**config.mk**
```make
export PLATFORM = sky130hd
export DESIGN_NAME = vga_timing_gen
export DESIGN_NICKNAME = d
export VERILOG_FILES = /design/src/rtl/vga_timing_gen.sv
export SDC_FILE = /design/constraint.sdc
export NUM_CORES = 1
export LEC_CHECK = 0
export ABC_AREA = 0
export CAP_MARGIN = 10
export CORE_UTILIZATION = 35
export DETAILED_ROUTE_END_ITERATION = 16
export GPL_TIMING_DRIVEN = 1
export MAX_ROUTING_LAYER = met4
export SLEW_MARGIN = 20
export SYNTH_ARGS = -nofsm -noshare
export SYNTH_HDL_FRONTEND = slang
export SYNTH_SLANG_ARGS = --single-unit
```
**constraint.sdc**
```tcl
create_clock -name Clk -period 3.1 [get_ports Clk]
set_clock_uncertainty 0.1 [all_clocks]
set_input_delay 0.62 -clock Clk [delete_from_list [all_inputs] [get_ports Clk]]
set_output_delay 0.62 -clock Clk [all_outputs]
set_load 0.05 [all_outputs]
```
**src/rtl/vga_timing_gen.sv**
```systemverilog
// vga_timing_gen: 640x480@60 raster timing for the pong video path.
// Pixel divider, h/v counters and registered sync/blank decode.
module vga_timing_gen #(
  parameter int CLK_DIV  = 2,
  parameter int H_ACTIVE = 640,
  parameter int H_FP     = 16,
  parameter int H_SYNC   = 96,
  parameter int H_BP     = 48,
  parameter int V_ACTIVE = 480,
  parameter int V_FP     = 10,
  parameter int V_SYNC   = 2,
  parameter int V_BP     = 33
) (
  input  logic       Clk,
  input  logic       Reset_n,
  output logic       pixel_clk,
  output logic       hs,
  output logic       vs,
  output logic       blank,
  output logic [9:0] DrawX,
  output logic [9:0] DrawY,
  output logic       frame_start
);

  localparam int HT = H_ACTIVE + H_FP + H_SYNC + H_BP;
  localparam int VT = V_ACTIVE + V_FP + V_SYNC + V_BP;

  localparam logic [9:0] H_LAST = 10'(HT - 1);
  localparam logic [9:0] H_VIS  = 10'(H_ACTIVE);
  localparam logic [9:0] HS_ON  = 10'(H_ACTIVE + H_FP);
  localparam logic [9:0] HS_OFF = 10'(H_ACTIVE + H_FP + H_SYNC);

  localparam logic [9:0] V_LAST = 10'(VT - 1);
  localparam logic [9:0] V_VIS  = 10'(V_ACTIVE);
  localparam logic [9:0] VS_ON  = 10'(V_ACTIVE + V_FP);
  localparam logic [9:0] VS_OFF = 10'(V_ACTIVE + V_FP + V_SYNC);

  localparam int DW = (CLK_DIV > 2) ? $clog2(CLK_DIV) : 1;
  localparam logic [DW-1:0] DIV_LAST = DW'(CLK_DIV - 1);
  localparam logic [DW-1:0] PC_FALL  = DW'(CLK_DIV / 2 - 1);

  logic [DW-1:0] div_cnt;
  logic [9:0]    hcount;
  logic [9:0]    vcount;
  logic [9:0]    h_nxt;
  logic [9:0]    v_nxt;
  logic          step;
  logic          h_wrap;
  logic          f_wrap;

  // Next raster position; outputs decode from it so they match the counters
  always_comb begin
    step   = (div_cnt == DIV_LAST);
    h_wrap = step && (hcount == H_LAST);
    f_wrap = h_wrap && (vcount == V_LAST);
    h_nxt  = hcount;
    v_nxt  = vcount;
    if (step)
      h_nxt = h_wrap ? 10'd0 : hcount + 10'd1;
    if (h_wrap)
      v_nxt = (vcount == V_LAST) ? 10'd0 : vcount + 10'd1;
  end

  // Clock divider and 50% duty pixel clock rising on each pixel step
  always_ff @(posedge Clk or negedge Reset_n) begin
    if (!Reset_n) begin
      div_cnt   <= '0;
      pixel_clk <= 1'b0;
    end else if (step) begin
      div_cnt   <= '0;
      pixel_clk <= 1'b1;
    end else begin
      div_cnt <= div_cnt + DW'(1);
      if (div_cnt == PC_FALL)
        pixel_clk <= 1'b0;
    end
  end

  // Raster counters with registered sync, blank and frame pulse
  always_ff @(posedge Clk or negedge Reset_n) begin
    if (!Reset_n) begin
      hcount      <= '0;
      vcount      <= '0;
      hs          <= 1'b1;
      vs          <= 1'b1;
      blank       <= 1'b1;
      frame_start <= 1'b0;
    end else begin
      hcount      <= h_nxt;
      vcount      <= v_nxt;
      hs          <= !((h_nxt >= HS_ON) && (h_nxt < HS_OFF));
      vs          <= !((v_nxt >= VS_ON) && (v_nxt < VS_OFF));
      blank       <= (h_nxt < H_VIS) && (v_nxt < V_VIS);
      frame_start <= f_wrap;
    end
  end

  assign DrawX = hcount;
  assign DrawY = vcount;

endmodule

```
==> results of run 1 <==
## cell families after synthesis
logic type	Yosys count	share of synthesized area
XOR/XNOR	10	0.0595
AND/OR/NAND/NOR	72	0.291
buffers and inverters	12	0.0382
multiplexers	4	0.0297
flip-flops	26	0.444
AO/OA/AOI/OAI	25	0.111
adder cells (fa/ha/maj)	3	0.0255
## how the worst max path moves through the flow
| stage | from | endpoint | depth (start not counted) |
|---|---|---|---|
| after global routing | DrawX[0] | blank | 7 |
| after detailed placement | DrawX[0] | blank | 7 |
| final | DrawX[8] | DrawX[8] | 1 |
| after global placement | DrawX[0] | blank | 7 |
| after CTS | DrawX[0] | blank | 7 |
| after floorplan | DrawX[0] | vs | 7 |
## state kept, by name, indices dropped and copies added, names as in the netlist
signal	flops
frame_start	1
blank	1
hs	1
vs	1
DrawX	10
DrawY	10
pixel_clk	1
div_cnt	1
## layout make-up
type,instances,area [um^2],share of cell area
Multi-Input combinational cell,114,762,0.421
Sequential cell,26,654,0.361
Timing Repair Buffer,27,268,0.148
Tap cell,50,62.6,0.0346
Clock buffer,4,45.0,0.0249
Inverter,5,18.8,0.0104
## power breakdown
group	switching [mW]	leakage [nW]	total (mW)	internal, mW
clock network	0.103	0.0228	0.195	0.0920
registers	0	0.339	0.339	0.339
logic	0.00660	0.336	0.00853	0.00193
total	0.110	0.698	0.543	0.433
## layout by cell type, fill, tap and decap left out, types with 2 or more instances in the layout
cell and count:
and2_1 2, nor2_1 10, nand3_1 11, clkbuf_8 3, nand4_1 8, dfstp_2 3
clkdlybuf4s50_1 26, dfrtp_1 23, nand2_1 17, xor2_1 4, o21ai_1 4, nor3_1 8
and4_1 2, mux2_2 3, a21oi_1 3, o21ai_0 8, xnor2_1 6, inv_1 5
ha_1 3, nand4b_1 2
## routing by layer
| metal | routed length (um) | global-route usage |
|---|---|---|
| met2 | 1500 | 0.270 |
| met5 | 0 | - |
| met3 | 168 | 0.0291 |
| met1 | 1550 | 0.213 |
| met4 | 27 | 0.0585 |
==> impl_metrics.py, run 1 <==
metrics = {
    "critical_path": {
        "worstReg2RegStart": "DrawX[0]",
        "endpoint_kind": "output pin",
        "critPathArrivalTime_ps": 1750,
        "reg2regPathDepth": 7,
        "crit_type": "reg -> out",
        "reg2reg_setup_slack_ps": 650,
        "cpPeakStageDelay_ps": 880,
        "cp_cell_sequence": "clkdlybuf4s50_1",
        "crit_required_ps": 2380,
        "critPathBufInv": 1,
        "critPathSlowestCell": "clkdlybuf4s50_1",
        "cp_max_fo": 12,
        "critPathTopFamily": "buffers and inverters",
        "r2r_end": "blank",
        "start_kind": "flip-flop",
    },
    "die": {
        "num_rows": 23,
        "start_util": 0.366,
        "dieArea_mm2": 0.00447,
        "dieHeight_um": 66.9,
        "core_area_mm2": 0.00403,
        "ios": 27,
        "die_x_um": 66.9,
    },
    "placement": {
        "dp.cells": 222,
        "placed_cell_area_mm2": 0.00177,
        "place_congestion": 0.877,
        "hpwlAfterDp_mm": 2.26,
        "io_buffers": 26,
        "dp_worst_setup_slack_ps": 649,
    },
    "route": {
        "drtIter0Drc": 70,
        "routedWlPerCell_um": 14.4,
        "ant_nets": 0,
        "routed_wl_mm": 3.25,
        "route.vias.total": 1258,
        "route.detailed.drc": 0,
        "viasPerCell": 5.57,
        "firstDrtPassIters": 4,
    },
    "grt": {
        "overflow": 0,
        "grt_pass1_wl_mm": 5.48,
        "grt_max_degree": 27,
        "grt_pass1_vias": 1199,
        "antenna_found_initial": 0,
        "grtUsageTotal": 0.168,
    },
    "cts": {
        "cts_setup_buffers": 0,
        "tritoncts": "yes",
        "clockBufferDepth": 2,
        "clk_transition_reported_paths_ps": 90,
        "clock-root-buffer": "clkbuf_8",
        "clock_latency_ps": 270,
        "holdBufCountCts": 0,
        "cts-resized-gates": 0,
        "cts_sinks": 26,
        "numCtsBuffers": 3,
        "htree_levels": 1,
    },
    "timing": {
        "finalMaxSlewViolations": 0,
        "setup_violations": 0,
        "worst_pin_slew_ps": 513,
        "fin_crit_ps": 2470,
        "fmax_ghz": 0.405,
        "hold_viol": 0,
        "period_share": 0.797,
        "rsz0062_at_grt": "false",
        "layout_setup_ws_ps": 629,
        "hold_slack_ps": 487,
        "tns_ps": 0,
        "slew-limit-headroom": 0.657,
    },
    "yosys": {
        "yosys-top-cells-area": "dfrtp_1 39%, dfstp_2 5.4%, nand2_1 4.3%, nand3_1 3.7%, xnor2_1 3.6%",
        "ys_types": 44,
        "synth_top_area_cell": "dfrtp_1",
        "syn_inst": 152,
        "synthTopCellsByCount": "23 x dfrtp_1, 17 x nand2_1, 11 x nand3_1",
        "synth-edff-count": 0,
        "synth_ff_type": "dfrtp_1",
        "synth_top_cell_area_share": 0.391,
        "yosysSeqAreaShare": 0.444,
        "async_reset_ff_frac": 1.00,
        "synth_nets": 157,
        "post_synth.cell_area_avg_um2": 9.69,
        "syn-cell-area_mm2": 0.00147,
        "yosysWarnings": 0,
        "ys_ff_latch": 26,
        "synth_most_common_cell": "dfrtp_1",
    },
    "final_layout": {
        "final_cells": 226,
        "final_nets": 182,
        "num_antenna_cells": 0,
        "final_area_mm2": 0.00181,
        "fillers": 399,
        "syn_to_final_growth_pct": 22.9,
        "final_core_util": 0.449,
        "drive_above_1_share": 0.0966,
    },
    "pwr": {
        "peakVddDrop_mv": 0.196,
        "p_per_area_mw_per_mm2": 300,
        "p_leak_nw": 0.698,
        "power_mw": 0.543,
    },
    "outcome": {
        "outcome": "finished, final reports clean",
    },
    "min_path": {
        "hold_path_class": "reg -> reg",
        "hp-start": "div_cnt",
        "min_path_cells": 0,
        "min_to": "pixel_clk",
    },
    "run": {
        "drv_cap": 0,
    },
}
Note: power is estimated with default switching activity, not from simulation.
==> inputs of run 2 (changes only) <==
Clock period 3.1 ns to 2.1 ns, I/O delays scaled along.
==> run 2 against run 1 <==
  * Utilization rose by 5.2 points
  * Critical path depth grew 5
  * Hold slack got worse by 78 ps
  * Largest power group unchanged
  * Total power rose by 54%
  * Sequential share of layout area shrank 2.9 points
  * Via count up 7.0%
==> impl_metrics.py, run 2 (synthesized netlist as in run 1, its figures left out) <==
metrics = {
    "timing": {
        "hold_slack_ps": 409,
        "layout_setup_ws_ps": 9.62,
        "finalMaxSlewViolations": 0,
        "period_share": 0.995,
        "worst_pin_slew_ps": 507,
        "tns_ps": 0,
        "setup_violations": 0,
        "slew-limit-headroom": 0.661,
        "rsz0062_at_grt": "true",
        "fmax_ghz": 0.478,
        "fin_crit_ps": 2090,
        "hold_viol": 0,
    },
    "route": {
        "route.vias.total": 1346,
        "viasPerCell": 5.38,
        "routedWlPerCell_um": 14.2,
        "drtIter0Drc": 106,
        "routed_wl_mm": 3.56,
        "firstDrtPassIters": 4,
        "route.detailed.drc": 0,
        "ant_nets": 0,
    },
    "pwr": {
        "peakVddDrop_mv": 0.205,
        "swShare": 0.196,
        "power_mw": 0.834,
        "p_seq_frac": 0.600,
        "combPwrFrac": 0.015,
        "clkPwrFrac": 0.385,
        "p_leak_nw": 0.848,
        "p_per_area_mw_per_mm2": 413,
        "internal_power_mw": 0.671,
        "power.switching_mw": 0.163,
    },
    "placement": {
        "dp_worst_setup_slack_ps": 29.0,
        "place_congestion": 0.908,
        "placed_cell_area_mm2": 0.00191,
        "hpwlAfterDp_mm": 2.61,
        "io_buffers": 26,
    },
    "final_layout": {
        "drive_above_1_share": 0.420,
        "layout_common_cells": "44 x buf_4, 17 x nand2_1, 13 x dfrtp_2",
        "final_nets": 206,
        "syn_to_final_growth_pct": 37.0,
        "final_area_mm2": 0.00202,
        "num_antenna_cells": 0,
        "fillers": 381,
        "mostFrequentLayoutCell": "buf_4",
    },
    "grt": {
        "antenna_found_initial": 0,
        "grt_pass1_vias": 1234,
        "grtUsageTotal": 0.174,
        "overflow": 0,
        "grt_max_degree": 27,
        "grt_pass1_wl_mm": 5.67,
    },
    "cts": {
        "clock-root-buffer": "clkbuf_8",
        "tritoncts": "yes",
        "holdBufCountCts": 0,
        "numCtsBuffers": 3,
        "cts_sinks": 26,
        "clockBufferDepth": 2,
        "htree_levels": 1,
        "clk_transition_reported_paths_ps": 90,
        "clock_latency_ps": 270,
    },
    "die": {
        "dieArea_mm2": 0.00447,
        "ios": 27,
        "start_util": 0.366,
        "num_rows": 23,
        "dieHeight_um": 66.9,
        "die_x_um": 66.9,
        "core_area_mm2": 0.00403,
    },
    "outcome": {
        "outcome": "finished, final reports clean",
    },
    "critical_path": {
        "start_kind": "flip-flop",
        "r2r_end": "vs",
        "crit_required_ps": 2190,
        "endpoint_kind": "flip-flop",
        "reg2regPathDepth": 6,
        "worstReg2RegStart": "DrawX[5]",
        "crit_type": "reg -> reg",
        "critPathArrivalTime_ps": 2180,
        "reg2reg_setup_slack_ps": 10,
        "cp_max_fo": 6,
    },
    "run": {
        "drv_cap": 0,
    },
    "min_path": {
        "hold_path_class": "in -> async",
    },
}
## run 2: layout make-up
class                           count  area, um^2  share of cell area
Clock buffer                        4        55.1              0.0273
Inverter                            5        18.8             0.00930
Multi-Input combinational cell    114         807               0.400
Sequential cell                    26         671               0.332
Tap cell                           50        62.6              0.0310
Timing Repair Buffer               51         404               0.200
## run 2: per-stage QoR
stage	instances	utilization
finish	250	0.501
floorplan	152	-
CTS	248	0.489
global route	250	0.501
detailed placement	244	0.475
global placement	244	0.475
## run 2: worst max path at each step
stage / startpoint / endpoint / slack (ps)
2_1_floorplan: DrawX[0] / vs / -70
3_3_place_gp: DrawX[5] / hs / 80
3_5_place_dp: DrawX[5] / vs / 30
4_1_cts: DrawX[5] / vs / 10
5_1_grt: DrawX[5] / vs / -70
6_report: DrawX[5] / vs / 10
## run 2: critical path, stage by stage, from the launching register on
cell      delay (ps)
dfrtp_2          440
nor4b_4          350
nand4_4          200
or4b_4           540
nand3_2           70
and4_4           210
nand4b_1          90
## run 2: power by group through the flow
stage | sequential [mW] | clock, mW | combinational [mW]
after floorplan | 0.510 | 0 | 0.000000265
after global placement | 0.510 | 0 | 0.0135
after detailed placement | 0.510 | 0 | 0.0139
after CTS | 0.500 | 0.339 | 0.0137
after global routing | 0.501 | 0.355 | 0.0152
final | 0.500 | 0.321 | 0.0125
## run 2: routing by layer
metal  share of wire  GRT usage  up-vias
li1                -          -      653
met1            0.42      0.204      636
met2            0.50      0.290       49
met3           0.052     0.0274        8
met4           0.022     0.0798        0
met5               0          -        -
## run 2: timing repair
item	4_1_cts	5_1_grt
endpoints found under the setup margin	0	4
gates resized for setup	0	9
buffers inserted	0	2
